`src/rtl/psec5_readout_pkg.sv`:
```
// Shared constants, state type and byte-select helper for the per-channel
// readout serializers that sit behind the SPI register interface.
package psec5_readout_pkg;

  localparam int NUM_REGS = 7;
  localparam int REG_W    = 8;
  localparam int SEL_W    = 3;
  localparam int NUM_CH   = 8;
  localparam int CNT_W    = $clog2(REG_W);

  localparam logic [SEL_W-1:0] SEL_INVALID = 3'b111;

  typedef enum logic {
    IDLE,
    SHIFT
  } state_e;

  // Out-of-range indices yield zero so an invalid select shifts out a blank frame.
  function automatic logic [REG_W-1:0] byte_sel(
    input logic [NUM_REGS*REG_W-1:0] vec,
    input logic [SEL_W-1:0]          idx
  );
    logic [REG_W-1:0] result;
    result = '0;
    for (int k = 0; k < NUM_REGS; k++) begin
      if (idx == SEL_W'(k)) begin
        result = vec[k*REG_W +: REG_W];
      end
    end
    return result;
  endfunction

endpackage

```
`src/rtl/cnt_ser.sv`:
```
// One channel's readout serializer: snapshots the channel bytes on load and
// shifts the selected byte out MSB-first, reloading at each byte boundary.
module cnt_ser
  import psec5_readout_pkg::*;
(
  input  logic                      sclk,
  input  logic                      rstn,
  input  logic                      load,
  input  logic [SEL_W-1:0]          select_reg,
  input  logic [NUM_REGS*REG_W-1:0] data_in,
  output logic                      serial_out,
  output logic                      busy,
  output logic                      byte_done,
  output logic                      snap_valid
);

  localparam logic [CNT_W-1:0] LAST_BIT = CNT_W'(REG_W - 1);

  state_e                    state_q;
  logic [NUM_REGS*REG_W-1:0] snapshot_q;
  logic [REG_W-1:0]          shift_q;
  logic [CNT_W-1:0]          bit_cnt_q;
  logic                      snap_valid_q;

  // data_in is only sampled on the IDLE->SHIFT edge; every later byte comes from the snapshot.
  always_ff @(posedge sclk or negedge rstn) begin
    if (!rstn) begin
      state_q      <= IDLE;
      snapshot_q   <= '0;
      shift_q      <= '0;
      bit_cnt_q    <= '0;
      snap_valid_q <= 1'b0;
    end else begin
      case (state_q)
        IDLE: begin
          if (load) begin
            snapshot_q   <= data_in;
            shift_q      <= byte_sel(data_in, select_reg);
            bit_cnt_q    <= '0;
            snap_valid_q <= 1'b1;
            state_q      <= SHIFT;
          end
        end
        SHIFT: begin
          if (!load) begin
            state_q      <= IDLE;
            shift_q      <= '0;
            bit_cnt_q    <= '0;
            snap_valid_q <= 1'b0;
          end else if (bit_cnt_q == LAST_BIT) begin
            shift_q   <= byte_sel(snapshot_q, select_reg);
            bit_cnt_q <= '0;
          end else begin
            shift_q   <= {shift_q[REG_W-2:0], 1'b0};
            bit_cnt_q <= bit_cnt_q + 1'b1;
          end
        end
        default: state_q <= IDLE;
      endcase
    end
  end

  assign serial_out = shift_q[REG_W-1];
  assign busy       = (state_q == SHIFT);
  assign byte_done  = (state_q == SHIFT) && (bit_cnt_q == LAST_BIT);
  assign snap_valid = snap_valid_q;

endmodule

```
`config.mk`:
```
export PLATFORM = sky130hd
export DESIGN_NAME = cnt_ser
export DESIGN_NICKNAME = d
export VERILOG_FILES = /design/src/rtl/psec5_readout_pkg.sv /design/src/rtl/cnt_ser.sv
export SDC_FILE = /design/constraint.sdc
export NUM_CORES = 1
export LEC_CHECK = 0
export ABC_AREA = 0
export BUFFER_PORTS_ARGS = -buffer_cell sky130_fd_sc_hd__buf_2
export CAP_MARGIN = 20
export CORE_UTILIZATION = 60
export CTS_CLUSTER_DIAMETER = 120
export CTS_CLUSTER_SIZE = 30
export DETAILED_ROUTE_END_ITERATION = 12
export PLACE_DENSITY = 0.85
export SLEW_MARGIN = 20
export SYNTH_ARGS = -nofsm -noshare
export SYNTH_HDL_FRONTEND = slang
export SYNTH_SLANG_ARGS = --single-unit
```
`constraint.sdc`:
```
create_clock -name sclk -period 3.02 [get_ports sclk]
set_clock_uncertainty 0.15 [all_clocks]
set_input_delay 0.453 -clock sclk [delete_from_list [all_inputs] [get_ports sclk]]
set_output_delay 0.453 -clock sclk [all_outputs]
set_load 0.02 [all_outputs]
```
==> results of run 1 <==
through the flow:
step	total power, mW	setup slack, ns
after CTS	2.17	0.718
final	2.17	0.711
after global routing	2.27	0.598
after floorplan	1.40	1.00
after global placement	1.53	0.574
after detailed placement	1.55	0.516
registers in the layout, indices dropped and copies added, names as in the netlist:
register    cells
shift_q         8
snap_valid      1
bit_cnt_q       3
snapshot_q     56
busy            1
final cells by class:
type                            count  area [sq um]
Tap cell                           75          93.8
Clock inverter                      3          15.0
Fill cell                         431          1730
Sequential cell                    69          1730
Multi-Input combinational cell    188          1820
Clock buffer                       10           138
Inverter                           12          45.0
Timing Repair Buffer               70           390
cells in the final DEF (no fill, tap or decap), types with 3 or more instances in the layout:
master / n
mux2i_1: 19
nand3b_1: 3
o21ai_0: 10
nand2_1: 5
nand3_1: 5
and2_1: 4
o22a_1: 8
nor4b_1: 3
a22oi_1: 5
clkbuf_8: 10
inv_1: 12
a211oi_1: 4
dfrtp_1: 69
o211ai_1: 11
ha_1: 3
buf_2: 65
nor2_1: 6
nand2b_1: 6
mux4_1: 4
o221ai_1: 7
mux2_2: 55
a31oi_1: 3
mux4_2: 8
clkinv_2: 3
cell families (layout without fill, tap and decap cells):
logic type | Yosys count | after routing | synth area share, %
buf+inv | 36 | 95 | 4.68
compound gates | 58 | 58 | 11.8
simple gates | 40 | 40 | 6.26
fa+ha+maj | 4 | 4 | 1.35
flops | 69 | 69 | 46.5
mux | 86 | 86 | 29.5
metal layers:
metal  GRT usage (%)  wire, um  vias to the layer above
met3            4.77       355                       15
met4            13.0       185                        0
met2            44.0      3920                       76
li1                -         -                     1216
met5               0         0                        -
met1            38.8      3630                     1320
power by group through the flow:
stage	Combinational [mW]	Sequential [mW]	Clock, mW
floorplan	0.282	1.12	0
global placement	0.393	1.13	0
detailed placement	0.409	1.14	0
CTS	0.412	1.12	0.637
global route	0.451	1.14	0.683
finish	0.409	1.12	0.636
worst min-delay path by stage:
stage	start	end	slack [ns]	depth (start not counted)
5_1_grt	load	busy$_DFF_PN0_	0.13	1
6_report	load	busy$_DFF_PN0_	0.13	1
3_5_place_dp	snapshot_q[5]$_DFFE_PN0P_	snapshot_q[5]$_DFFE_PN0P_	0.34	1
3_3_place_gp	snap_valid$_DFFE_PN0P_	snap_valid$_DFFE_PN0P_	0.34	1
4_1_cts	load	busy$_DFF_PN0_	0.12	1
2_1_floorplan	rstn	bit_cnt_q[0]$_DFFE_PN0P_	0.007	0
repair_timing:
action / CTS / global route
endpoints found under the hold margin: 25 / 0
setup endpoints to repair: 0 / 0
hold buffers: 1 / 0
==> impl_metrics.toml, run 1 <==
[status]
status = "completed"

[pwr]
pwr-share-seq_pct = 51.8
net-switching-power_mw = 0.591
p_per_area_mw_per_mm2 = 514
p_clk_share_pct = 29.3
p_sw_share_pct = 27.2
ir_drop_uv = 334
p_leak_nw = 1.88
p_comb_share_pct = 18.9
internal-power_mw = 1.58

[timing]
hold_viol = 0
hold_ws_ns = 0.133
tightest_slew_ns = 0.758
max_freq_mhz = 433
finalCritPeriodShare_pct = 76.4
relSlewSlack_pct = 49.5
fin_tns_setup_ns = 0
setup_viol = 0
maxSlewViolCount = 0
period_needed_ns = 2.31
rsz0062_at_grt = "false"

[floorplan]
die_area_sq_mm = 0.00651
die_w_um = 80.7
io_pins = 66
rows = 28
core_sq_mm = 0.00596
start_util_pct = 62.4
die_h_um = 80.7

[routing]
wire_per_inst_um = 18.9
drc = 0
drt_iter0_markers = 193
drt-pass1-iter-count = 4
ant_nets = 0
wirelength_um = 8090
via_count = 2627
drt-vias-per-instance = 6.15

[cts]
cts_buffers = 9
cts_root_buf = "clkbuf_8"
cts_tree = "yes"
cts-resized-gates = 0
post_cts_buffers = 0
htree_levels = 3
clockBufferDepth = 2
clock_sinks = 69
clk_pin_slew_ns = 0.07
clk_latency_ns = 0.34

[placed_design]
hpwlAfterDp_um = 5610
placedCellCount = 413
gp_congestion = 0.810
placed_cell_area_sq_mm = 0.00406
port_buffers = 65

[critical_path]
crit_path_end_kind = "register"
endpoint = "shift_q[5]$_DFFE_PN0P_"
r2r-start = "busy$_DFF_PN0_"
r2r-end = "shift_q[5]$_DFFE_PN0P_"
slowest_stage = "dfrtp_1"
worst-path-buf-inv = 1
path_depth = 6
crit_start = "busy$_DFF_PN0_"
worstSetupStartpointType = "register"
cp_data_arrival_time_ns = 2.40
setup.worst_path.class = "register to register"
reg2reg_slack_ns = 0.71
r2r_cells = 6
cp.required_ns = 3.11
cp_max_fo = 15
critical-path-top-delay-family = "simple AND/OR/NAND/NOR gates"
crit_chain = "inv_1 -> ha_1 -> and3b_1 -> nor2b_1 -> a22oi_1 -> o211ai_1"
cp_slowest_stage_delay_ns = 0.44

[synth]
ys_seq_elements = 69
yosysTopAreaCell = "dfrtp_1"
syn_inst = 293
synthesis.nets = 359
synth_area_per_cell_sq_um = 12.7
yosysWarnings = 0
synth_edf_count = 0
synthArstFlopShare_pct = 100
synth_area_sq_mm = 0.00371
synthTopCellsByCount = "dfrtp_1 (69), mux2_2 (55), mux2i_1 (19), inv_1 (12), o211ai_1 (11)"
yosysTopAreaCellShare_pct = 46.5
ys.flop_type = "dfrtp_1"
ys_types = 40
synth-seq-area-share_pct = 46.5
synth.most_common_cell = "dfrtp_1"
yosys-top-cells-area = "dfrtp_1 (46%), mux2_2 (17%), mux2i_1 (5.1%), mux4_2 (4.9%), mux4_1 (2.8%)"

[global_routing]
grt_start_max_net_pins = 60
grt_first_pass_wirelength_um = 13500
first_global_vias = 2750
track_usage_pct = 28.3
antenna_found_initial = 0
grt_overflow_total = 0

[final_layout]
design_area_sq_mm = 0.00423
instances_no_fill = 427
syn2layout_area_growth_pct = 13.7
utilization_pct = 70.9
drive_gt1_share_pct = 42.0
final_nets = 416
diodes = 0

[job]
cap_violations = 0

[worst_hold_path]
hp-class = "input pin to register"
(Power assumes the default switching activity.)
==> inputs of run 2 (changes only) <==
--- a/config.mk
+++ b/config.mk
@@ -8,11 +8,11 @@
 export ABC_AREA = 0
 export BUFFER_PORTS_ARGS = -buffer_cell sky130_fd_sc_hd__buf_2
 export CAP_MARGIN = 20
-export CORE_UTILIZATION = 60
+export CORE_UTILIZATION = 51
 export CTS_CLUSTER_DIAMETER = 120
 export CTS_CLUSTER_SIZE = 30
 export DETAILED_ROUTE_END_ITERATION = 12
-export PLACE_DENSITY = 0.85
+export PLACE_DENSITY = 0.77
 export SLEW_MARGIN = 20
 export SYNTH_ARGS = -nofsm -noshare
 export SYNTH_HDL_FRONTEND = slang
==> constraint.sdc (replaced) <==
create_clock -name sclk -period 1.99 [get_ports sclk]
set_clock_uncertainty 0.15 [all_clocks]
set_input_delay 0.2985 -clock sclk [delete_from_list [all_inputs] [get_ports sclk]]
set_output_delay 0.2985 -clock sclk [all_outputs]
set_load 0.02 [all_outputs]
==> run 2 against run 1 <==
Net effect: design area increased by 5.1%; largest power group unchanged; critical endpoint is now shift_q[3]$_DFFE_PN0P_; combinational power increased by 61%; cell count increased by 9.8%; setup slack got worse by 0.65 ns; highest routed layer unchanged.
==> impl_metrics.toml, run 2 (synthesized netlist as in run 1, its figures left out) <==
[status]
status = "completed"

[routing]
drt-vias-per-instance = 5.85
drc = 0
wire_per_inst_um = 17.7
ant_nets = 0
drt-pass1-iter-count = 5
via_count = 2742
drt_iter0_markers = 164
wirelength_um = 8320

[pwr]
p_clk_share_pct = 29.4
net-switching-power_mw = 0.910
pwr-share-seq_pct = 50.9
ir_drop_uv = 513
p_per_area_mw_per_mm2 = 755
p_sw_share_pct = 27.2
p_comb_share_pct = 19.7
internal-power_mw = 2.44
p_leak_nw = 1.97

[placed_design]
gp_congestion = 0.854
port_buffers = 65
placed_cell_area_sq_mm = 0.00425
hpwlAfterDp_um = 6120
placedCellCount = 452
pre_cts_ws_ns = 0.0530

[timing]
hold_viol = 0
max_freq_mhz = 517
period_needed_ns = 1.93
maxSlewViolCount = 0
finalCritPeriodShare_pct = 97.1
relSlewSlack_pct = 72.9
rsz0062_at_grt = "true"
setup_ws_ns = 0.0570
setup_viol = 0
tightest_slew_ns = 0.407

[final_layout]
nFillCells = 550
largest_reg_flops = 56
instances_no_fill = 469
final_nets = 435
top_regs = "snapshot_q (56), shift_q (8), bit_cnt_q (3)"
regMostFlops = "snapshot_q"
design_area_sq_mm = 0.00444
diodes = 0
final_cell_mix = "dfrtp_1 (69), buf_2 (64), mux2_2 (55)"
syn2layout_area_growth_pct = 19.5
drive_gt1_share_pct = 45.0
final_common_cell = "dfrtp_1"

[critical_path]
setup.worst_path.class = "register to register"
cp.required_ns = 2.10
cp_data_arrival_time_ns = 2.04
cp_max_fo = 9
reg2reg_slack_ns = 0.06
worstSetupStartpointType = "register"
crit_path_end_kind = "register"

[global_routing]
track_usage_pct = 23.9
grt_overflow_total = 0
grt_first_pass_wirelength_um = 13600
first_global_vias = 2822
grt_start_max_net_pins = 70
antenna_found_initial = 0

[floorplan]
core_sq_mm = 0.00691
io_pins = 66
rows = 30
die_h_um = 87.3
die_w_um = 87.3
start_util_pct = 53.8
die_area_sq_mm = 0.00763

[cts]
cts_root_buf = "clkbuf_8"
htree_levels = 3
cts_tree = "yes"
clockBufferDepth = 2
clk_latency_ns = 0.34
clk_pin_slew_ns = 0.08
clock_sinks = 69
cts_buffers = 9

[job]
cap_violations = 0

[worst_hold_path]
hp-class = "input pin to register"
-- run 2: through the flow --
stage / hold WS (ns) / setup TNS [ns] / power, mW / utilization (%)
after floorplan: -0.147 / 0 / 2.13 / -
after global placement: 0.199 / 0 / 2.35 / 61.5
after detailed placement: 0.199 / 0 / 2.38 / 61.5
after CTS: 0.0206 / 0 / 3.38 / 64.3
after global routing: 0.0389 / -0.0121 / 3.53 / 64.3
final: 0.0338 / 0 / 3.35 / 64.3
-- run 2: path summary, 6_finish.rpt --
check | startpoint | to | cells past startpoint
max in group asynchronous | rstn | snapshot_q[35]$_DFFE_PN0P_ | 3
min in group asynchronous | rstn | snapshot_q[41]$_DFFE_PN0P_ | 3
min reg2reg | snap_valid$_DFFE_PN0P_ | snap_valid$_DFFE_PN0P_ | 1
max reg2reg | bit_cnt_q[0]$_DFFE_PN0P_ | shift_q[3]$_DFFE_PN0P_ | 6
max | bit_cnt_q[0]$_DFFE_PN0P_ | shift_q[3]$_DFFE_PN0P_ | 6
min | data_in[29] | snapshot_q[29]$_DFFE_PN0P_ | 3
-- run 2: power groups by stage --
stage | logic [mW] | clock network [mW] | registers (mW)
floorplan | 0.429 | 0 | 1.70
global placement | 0.633 | 0 | 1.72
detailed placement | 0.656 | 0 | 1.73
CTS | 0.663 | 1.01 | 1.70
global route | 0.720 | 1.08 | 1.73
finish | 0.659 | 0.986 | 1.71
-- run 2: layout make-up --
class / count / area, sq um / share of cell area (%)
multi-input cells: 188 / 1820 / 41.0
clock buffers: 11 / 141 / 3.18
well taps: 96 / 120 / 2.70
clock inverters: 4 / 25.0 / 0.564
repair buffers: 89 / 563 / 12.7
inverters: 12 / 45.0 / 1.01
flip-flops and latches: 69 / 1730 / 38.9
-- run 2: timing repair --
action / 4_1_cts / 5_1_grt
gates resized for setup: 2 / 0
setup endpoints to repair: 1 / 1
endpoints found under the hold margin: 70 / 0
gates cloned: 0 / 0
hold buffers: 2 / 0
setup buffers: 1 / 0
-- run 2: worst max-delay path, stage by stage, from the launching register on --
cell	delay, ns
dfrtp_1	0.36
ha_1	0.16
ha_2	0.28
nand4b_1	0.28
a211oi_1	0.32
o211ai_1	0.19
o211ai_1	0.11
-- run 2: metal layers --
metal  vias to the layer above  share of wire [%]  global-route usage (%)
met1                      1355                 45                    33.7
met4                         0                2.4                    10.1
met5                         -                  0                       0
li1                       1259                  -                       -
met3                        18                5.7                    5.21
met2                       110                 46                    35.7
==> inputs of run 3 (changes only) <==
--- a/config.mk
+++ b/config.mk
@@ -8,11 +8,10 @@
 export ABC_AREA = 0
 export BUFFER_PORTS_ARGS = -buffer_cell sky130_fd_sc_hd__buf_2
 export CAP_MARGIN = 20
-export CORE_UTILIZATION = 51
+export CORE_UTILIZATION = 40
 export CTS_CLUSTER_DIAMETER = 120
 export CTS_CLUSTER_SIZE = 30
 export DETAILED_ROUTE_END_ITERATION = 12
-export PLACE_DENSITY = 0.77
 export SLEW_MARGIN = 20
 export SYNTH_ARGS = -nofsm -noshare
 export SYNTH_HDL_FRONTEND = slang
==> run 3 against run 2 <==
Net effect: wire length increased by 5.9%; count of clock-buffer cells in the layout did not move; global-route usage is 3.9 points lower; critical endpoint is now byte_done; clock power up 20%; sequential share of layout area shrank 0.66 points; largest cell class unchanged.
==> impl_metrics.toml, run 3 (synthesized netlist as in run 1, its figures left out) <==
[status]
status = "completed"

[cts]
cts_tree = "yes"
clock_sinks = 69
clk_latency_ns = 0.35
clk_pin_slew_ns = 0.08
cts_buffers = 9
clockBufferDepth = 2
cts_root_buf = "clkbuf_8"
htree_levels = 3

[critical_path]
crit_path_end_kind = "primary output"
slowest_stage = "dfrtp_1"
cp.required_ns = 1.54
crit_chain = "ha_1 -> ha_4 -> and2_1 -> buf_4"
cp_data_arrival_time_ns = 1.47
cp_slowest_stage_delay_ns = 0.39
worstSetupStartpointType = "register"
cp_max_fo = 9
setup.worst_path.class = "register to primary output"

[placed_design]
pre_cts_ws_ns = 0.0617
placedCellCount = 462
hpwlAfterDp_um = 6340
port_buffers = 65
gp_congestion = 0.768

[routing]
drt-pass1-iter-count = 6
wirelength_um = 8810
wire_per_inst_um = 18.3
drt-vias-per-instance = 5.57
via_count = 2685
ant_nets = 0
drc = 0
drt_iter0_markers = 112

[timing]
setup_viol = 0
period_needed_ns = 1.92
fin_tns_setup_ns = 0
relSlewSlack_pct = 56.1
setup_ws_ns = 0.0707
hold_viol = 0
finalCritPeriodShare_pct = 96.4
max_freq_mhz = 521
rsz0062_at_grt = "false"
maxSlewViolCount = 0
hold_ws_ns = 0.0247
tightest_slew_ns = 0.659

[final_layout]
final_cell_mix = "dfrtp_1 (69), buf_2 (64), mux2_2 (55)"
syn2layout_area_growth_pct = 21.6
final_nets = 435
nFillCells = 804
largest_reg_flops = 56
drive_gt1_share_pct = 44.7
diodes = 0
instances_no_fill = 482
regMostFlops = "snapshot_q"
top_regs = "snapshot_q (56), shift_q (8), bit_cnt_q (3)"
final_common_cell = "dfrtp_1"

[global_routing]
grt_start_max_net_pins = 35
first_global_vias = 2766
antenna_found_initial = 0
grt_first_pass_wirelength_um = 14700
grt_overflow_total = 0
track_usage_pct = 20.0

[floorplan]
rows = 34
io_pins = 66
start_util_pct = 42.0
die_w_um = 98.4
core_sq_mm = 0.00885
die_area_sq_mm = 0.00968
die_h_um = 98.4

[job]
cap_violations = 0

[pwr]
power.total_mw = 3.54
p_per_area_mw_per_mm2 = 785
p_leak_nw = 1.99
ir_drop_uv = 466

[worst_hold_path]
hp-class = "input pin to register"
-- run 3: changes by cell type in the layout (fill, tap and decap cells not counted), sizes merged --
cell / before / now
buf: 87 / 85
dlygate4sd3: 2 / 4
bufinv: 0 / 1
clkinv: 2 / 1
inv: 12 / 13
-- run 3: path summary, 6_finish.rpt --
check	startpoint	endpoint	slack (ns)	cells past startpoint
max in group asynchronous	rstn	snapshot_q[34]$_DFFE_PN0P_	0.76	3
setup / recovery	bit_cnt_q[0]$_DFFE_PN0P_	byte_done	0.07	4
setup reg to reg	bit_cnt_q[0]$_DFFE_PN0P_	shift_q[5]$_DFFE_PN0P_	0.17	6
hold / removal	data_in[29]	snapshot_q[29]$_DFFE_PN0P_	0.02	3
min in group asynchronous	rstn	snapshot_q[52]$_DFFE_PN0P_	0.35	2
hold reg to reg	snap_valid$_DFFE_PN0P_	snap_valid$_DFFE_PN0P_	0.35	1
-- run 3: repair_timing --
| item | 4_1_cts | 5_1_grt |
|---|---|---|
| buffers inserted | 1 | 0 |
| hold buffers | 4 | 0 |
| gates resized for setup | 2 | 1 |
| setup endpoints to repair | 1 | 1 |
| hold endpoints to repair | 25 | 0 |
-- run 3: routing by layer --
metal | GRT usage (%) | up-vias | wire [um]
met5 | 0 | - | 0
met4 | 4.71 | 0 | 77
met3 | 5.65 | 8 | 391
met2 | 30.3 | 67 | 4110
met1 | 28.4 | 1346 | 4230
li1 | - | 1264 | -
-- run 3: metrics by stage --
step	instance area (sq um)	util, %
floorplan	3720	-
global placement	4260	48.2
detailed placement	4260	48.2
CTS	4510	50.9
global route	4520	51.0
finish	4520	51.0
-- run 3: worst max-delay path: cells and delay by family (launching register included) --
kind          cells  cell delay (ns)
buf+inv           1             0.15
fa+ha+maj         2             0.43
flops             1             0.39
simple gates      1             0.15
-- run 3: cell type report --
| type | count | area, sq um | area share, % |
|---|---|---|---|
| clock inverters | 5 | 58.8 | 1.30 |
| clock buffers | 11 | 141 | 3.13 |
| repair buffers | 89 | 581 | 12.9 |
| flip-flops and latches | 69 | 1730 | 38.2 |
| well taps | 108 | 135 | 2.99 |
| inverters | 12 | 45.0 | 0.997 |
| multi-input cells | 188 | 1830 | 40.5 |
-- run 3: report_power, final --
part	switching [mW]	total [mW]	leakage (nW)	internal, mW
combinational	0.289	0.660	1.07	0.371
sequential	0.111	1.71	0.825	1.60
clock	0.561	1.18	0.0959	0.616
total	0.961	3.54	1.99	2.58
